<file path="src/rtl/mux8_rr_scheduler.sv">
// rtl/mux8_rr_scheduler.sv - round-robin scheduler driving an 8:1 mux select and active-low enable
//
// Ports:
//   clk    system clock, rising edge
//   rst    asynchronous reset, active-high
//   req    [7:0] request lines, req[i]=1 means requester i wants the mux
//   sel    [2:0] mux select, index of the current or last granted requester
//   en_n   mux enable, active-low, 0 while a grant is active
//   grant  [7:0] one-hot grant, all zeros when no grant is active
//   busy   1 while a grant is active
//
// Parameters:
//   MAX_HOLD  maximum consecutive cycles for one grant (1..255)
//   HOLD_W    hold counter width, 2**HOLD_W > MAX_HOLD
//
// Build option:
//   MUX_SCHED_GAP_EN  when defined, one dead cycle (en_n=1) separates any two
//                     grants; when undefined, the next grant is loaded on the
//                     same edge the previous one ends.
module mux8_rr_scheduler #(
    parameter int MAX_HOLD = 4,
    parameter int HOLD_W   = 8
) (
    input  logic       clk,
    input  logic       rst,
    input  logic [7:0] req,
    output logic [2:0] sel,
    output logic       en_n,
    output logic [7:0] grant,
    output logic       busy
);

    typedef enum logic [1:0] {
        IDLE  = 2'd0,
        GRANT = 2'd1,
        GAP   = 2'd2
    } state_t;

    localparam logic [HOLD_W-1:0] HOLD_LAST = HOLD_W'(MAX_HOLD - 1);

    state_t            state, state_nx;
    logic [2:0]        ptr, ptr_nx;
    logic [HOLD_W-1:0] hold_cnt, hold_nx;
    logic [2:0]        sel_nx;
    logic              en_n_nx;
    logic [7:0]        grant_nx;
    logic              busy_nx;

    // Circular first-set search starting at p. Result bit 3 flags a winner,
    // bits 2:0 hold its index. Scanning from the far end down lets the
    // nearest requester overwrite any farther one.
    function automatic logic [3:0] arbitrate(input logic [7:0] r, input logic [2:0] p);
        logic [3:0] res;
        logic [2:0] idx;
        res = 4'd0;
        for (int k = 7; k >= 0; k--) begin
            idx = p + 3'(k);
            if (r[idx]) begin
                res = {1'b1, idx};
            end
        end
        return res;
    endfunction

    logic [2:0] exit_ptr;
    logic [3:0] arb_ptr;
    logic [3:0] arb_exit;
    logic [3:0] pick;
    logic       do_arb;

    // Pointer the grant hands over to when it ends; also the search start
    // for the back-to-back case where the next grant loads on the exit edge.
    assign exit_ptr = sel + 3'd1;
    assign arb_ptr  = arbitrate(req, ptr);
    assign arb_exit = arbitrate(req, exit_ptr);

    always_ff @(posedge clk or posedge rst) begin
        if (rst) begin
            state    <= IDLE;
            ptr      <= 3'd0;
            hold_cnt <= '0;
            sel      <= 3'd0;
            en_n     <= 1'b1;
            grant    <= 8'h00;
            busy     <= 1'b0;
        end else begin
            state    <= state_nx;
            ptr      <= ptr_nx;
            hold_cnt <= hold_nx;
            sel      <= sel_nx;
            en_n     <= en_n_nx;
            grant    <= grant_nx;
            busy     <= busy_nx;
        end
    end

    always_comb begin
        state_nx = state;
        ptr_nx   = ptr;
        hold_nx  = hold_cnt;
        sel_nx   = sel;
        en_n_nx  = en_n;
        grant_nx = grant;
        busy_nx  = busy;
        do_arb   = 1'b1;
        pick     = arb_ptr;

        case (state)
            GRANT: begin
                if (req[sel] && (hold_cnt != HOLD_LAST)) begin
                    hold_nx = hold_cnt + HOLD_W'(1);
                    do_arb  = 1'b0;
                end else begin
                    ptr_nx = exit_ptr;
`ifdef MUX_SCHED_GAP_EN
                    do_arb   = 1'b0;
                    state_nx = GAP;
                    en_n_nx  = 1'b1;
                    grant_nx = 8'h00;
                    busy_nx  = 1'b0;
`else
                    // ptr register is not updated yet, so search from the
                    // post-exit pointer directly.
                    pick = arb_exit;
`endif
                end
            end
            default: begin
                // IDLE and GAP both arbitrate from the stored pointer.
                pick = arb_ptr;
            end
        endcase

        if (do_arb) begin
            if (pick[3]) begin
                state_nx = GRANT;
                sel_nx   = pick[2:0];
                grant_nx = 8'h01 << pick[2:0];
                en_n_nx  = 1'b0;
                busy_nx  = 1'b1;
                hold_nx  = '0;
            end else begin
                // sel keeps the last granted index while idle.
                state_nx = IDLE;
                en_n_nx  = 1'b1;
                grant_nx = 8'h00;
                busy_nx  = 1'b0;
            end
        end
    end

endmodule
</file>
<file path="config.mk">
export PLATFORM = sky130hd
export DESIGN_NAME = mux8_rr_scheduler
export DESIGN_NICKNAME = d
export VERILOG_FILES = /design/src/rtl/mux8_rr_scheduler.sv
export SDC_FILE = /design/constraint.sdc
export NUM_CORES = 1
export LEC_CHECK = 0
export CORE_UTILIZATION = 35
export CTS_CLUSTER_SIZE = 25
export DETAILED_ROUTE_END_ITERATION = 6
export PLACE_DENSITY = 0.58
export SYNTH_ARGS = -nofsm -noshare
export SYNTH_HDL_FRONTEND = slang
export SYNTH_SLANG_ARGS = --single-unit
</file>
<file path="constraint.sdc">
create_clock -name clk -period 4.6 [get_ports clk]
set_clock_uncertainty 0.15 [all_clocks]
set_input_delay 0.46 -clock clk [delete_from_list [all_inputs] [get_ports clk]]
set_output_delay 0.46 -clock clk [all_outputs]
set_load 0.005 [all_outputs]
</file>
==> results.md <==
| Result | Reported | Unit |
| --- | --- | --- |
| Endpoint arrival time on the critical path | 3820 | ps |
| Worst reg2reg startpoint | sel[1] | - |
| Vias post-DR | 2624 | - |
| Yosys top cell by area | sky130_fd_sc_hd__dfrtp_1 | - |
| Initial core utilization | 36.0 | % |
| Floorplan core area | 8180 | sq um |
| WP data required | 4600 | ps |
| Prevailing post-synth register cell | sky130_fd_sc_hd__dfrtp_1 | - |
| Peak clock frequency supported by timing | 0.262 | GHz |
| Internal reg-to-reg setup slack | 790 | ps |
| Clock tree from TritonCTS | done | - |
| # nets final | 338 | - |
| Estimated wirelength of the detail-placed design | 5380 | um |
| Source of the worst hold timing path | en_n | - |
| Average cell area after synthesis | 9.16 | sq um |
| Later-pin clock latency in the skew report | 270 | ps |
| Yosys warns | 0 | - |
| Part of the Yosys area used for sequential elements | 20.5 | % |
| Top-level port count | 23 | - |
| Detail-routed via count per cell | 6.15 | - |
| Quantity of gates resized following cts | 0 | - |
| Clock Path Buffers | 2 | - |
| Number of CTS-inserted buffers | 3 | - |
| Fraction of synthesized cell area taken by the top area cell type | 19.6 | % |
| Clock-pin slew of the registers on the worst-case setup and hold paths | 90 | ps |
| Highest-count cells in the layout ignoring fill and taps | sky130_fd_sc_hd__nand2_1 (35), sky130_fd_sc_hd__mux2i_1 (26), sky130_fd_sc_hd__dfrtp_1 (23) | - |
| Largest net degree at the start of global routing | 30 | - |
| Number of iterations in the first detailed-routing pass | 4 | - |
| CP Capture Type | flop | - |
| Final critical-path share of the clock period | 82.9 | % |
| Aggregate global routing overflow | 0 | - |
| Final setup violation count | 0 | - |
| CP Launch Point | sel[1] | - |
| Slowest library cell on the worst path | sky130_fd_sc_hd__ha_1 | - |
| Maximum level of the CTS H-tree | 1 | - |
| Global-route wire length before repair | 12700 | um |
| Number of filler cells placed in the layout | 817 | - |
| DRC marker count from the first detailed-route iteration | 107 | - |
| Count of hold buffers inserted by post-cts repair | 0 | - |
| Run status | completed | - |
| Register bit total from synthesis | 24 | - |
| Hold endpoint | en_n | - |
| Critical path type | flop to flop | - |
| Layout cells sized above 1 | 14.3 | % |
| Top cells by area in the synthesized netlist | sky130_fd_sc_hd__dfrtp_1 (20%), sky130_fd_sc_hd__mux4_2 (16%), sky130_fd_sc_hd__mux2i_1 (8.9%), sky130_fd_sc_hd__nand2_1 (4.5%), sky130_fd_sc_hd__mux2_2 (4.2%) | - |
| Reg2reg path depth | 8 | - |
| Synthesized netlist net count | 336 | - |
| Distinct cells, synth | 63 | - |
| Number of antenna violations at the first check in global routing | 0 | - |
| Post-detailed-route wirelength per cell | 17.9 | um |
| Global-route usage over all layers | 18.2 | % |
| CTS Sinks | 24 | - |
| Residual DRC | 0 | - |
| Final critical delay including setup and external delays | 3810 | ps |
| DIE AREA | 8770 | sq um |
| IO buf count | 22 | - |
| Max-slew violations | 0 | - |
| Synth-to-layout area growth | 10.6 | % |
| Total Negative Setup Slacks | 0 | ps |
| Max cap viols | 0 | - |
| Number of cells traversed by the worst hold path | 2 | - |
| Total wirelength of the detailed-routed design | 7650 | um |
| Relative slew slack | 29.3 | % |
| Summed instance area of the synthesized netlist | 2940 | sq um |
| Number of placement rows | 33 | - |
| Crit path launch type | flop | - |
| Die Span X | 93.6 | um |
| Top fanout value on the critical path | 13 | - |
| Die boundary height | 93.6 | um |
| Unrepaired setup endpoints after global routing | false | - |
| Proportion of register bits with asynchronous set or reset after synthesis | 100 | % |
| Delay contributed by the slowest stage of the critical path | 670 | ps |
| Post-Synthesis Cells | 321 | - |
| Cell Chain, Critical Path | ha_1, mux4_2, mux2i_1, mux2_2, o2bb2ai_1, a211oi_1, or3_4, o41ai_1 | - |
| Transition time at the pin with the least slew margin | 1050 | ps |
| Number of flops mapped to enable cells by yosys | 0 | - |
| Post CTS Setup Buffer Count | 0 | - |
| Antenna cells | 0 | - |
| Routability congestion estimate | 0.868 | - |
| Root cell of the clock tree | sky130_fd_sc_hd__clkbuf_8 | - |
| Final number of hold-violating endpoints | 0 | - |
| Path category of the worst min-delay check | flop to flop | - |
| Antenna viol nets, final | 0 | - |
| Endpoint of the lowest-slack register-to-register path | grant[6] | - |
| Number of global-route vias before repair | 2456 | - |
| Leading cell type in the layout, fill and taps excluded | sky130_fd_sc_hd__nand2_1 | - |
-- worst max-delay path: cells and delay by family, from the launching register on --
family / cells / cell delay [ps]
multiplexers: 3 / 1340
adder cells (fa/ha/maj): 1 / 670
AO/OA/AOI/OAI: 3 / 650
flip-flops: 1 / 460
AND/OR/NAND/NOR: 1 / 420
-- metal layers --
layer / vias to the layer above / part of all wire [%] / track usage [%]
met1: 1278 / 46 / 26.4
li1: 1244 / - / -
met5: - / 0 / 0
met3: 4 / 6.9 / 2.20
met2: 98 / 47 / 29.6
met4: 0 / 0.60 / 2.82
-- final cells by class --
cell class	count	area [sq um]	area share (%)
multi-input cells	256	2150	66.2
clock inverters	1	30.0	0.923
repair buffers	26	250	7.70
clock buffers	3	41.3	1.27
well taps	105	131	4.04
flip-flops and latches	24	602	18.5
inverters	12	45.0	1.39
-- cell families after synthesis --
kind of cell,Yosys count,share of synthesized area [%]
mux,61,31.0
flops,24,20.5
xor+xnor,12,4.55
compound gates,92,21.5
buf+inv,41,6.30
simple gates,86,14.0
fa+ha+maj,5,2.13
-- synth_stat cells, types with 3 or more instances --
cell type                  count
sky130_fd_sc_hd__a211oi_1      7
sky130_fd_sc_hd__a221oi_1      3
sky130_fd_sc_hd__mux2_2       11
sky130_fd_sc_hd__buf_1         3
sky130_fd_sc_hd__inv_1        11
sky130_fd_sc_hd__xnor2_1       6
sky130_fd_sc_hd__nand2_1      35
sky130_fd_sc_hd__mux4_2       21
sky130_fd_sc_hd__nor3_1        4
sky130_fd_sc_hd__and3_1        5
sky130_fd_sc_hd__o31ai_1       4
sky130_fd_sc_hd__a21oi_1      20
sky130_fd_sc_hd__o41ai_1       8
sky130_fd_sc_hd__and2_1        4
sky130_fd_sc_hd__mux2i_1      26
sky130_fd_sc_hd__nand3_1       8
sky130_fd_sc_hd__or3_1         3
sky130_fd_sc_hd__dfrtp_1      23
sky130_fd_sc_hd__xor2_1        4
sky130_fd_sc_hd__nor2_1       14
sky130_fd_sc_hd__ha_1          5
sky130_fd_sc_hd__o21ai_0      18
sky130_fd_sc_hd__buf_2         7
sky130_fd_sc_hd__o22ai_1       3
sky130_fd_sc_hd__clkbuf_1     15
-- state kept, by name (all words and copies together), names as in the netlist --
register	flops
grant	8
hold_cnt	8
ptr	3
sel	3
en_n	1
state	1
-- how the worst max path moves through the flow --
stage,to,slack (ps),cells past startpoint
6_report,grant[6],790,8
5_1_grt,grant[7],390,9
4_1_cts,grant[5],780,9
3_5_place_dp,sel[0],640,7
3_3_place_gp,grant[4],580,8
2_1_floorplan,grant[6],890,12
-- stage by stage --
stage	utilization (%)	hold WS (ps)	cell area, sq um	cells	worst slack, ps
floorplan	-	298	2940	321	890
global placement	38.9	300	3180	423	580
detailed placement	38.9	299	3180	423	638
CTS	39.8	315	3250	427	778
global route	39.8	325	3250	427	388
finish	39.8	314	3250	427	788
Power is left out: the tool's default activity adds up to more than one toggle a clock period on the data nets, which glitch-free logic cannot reach.
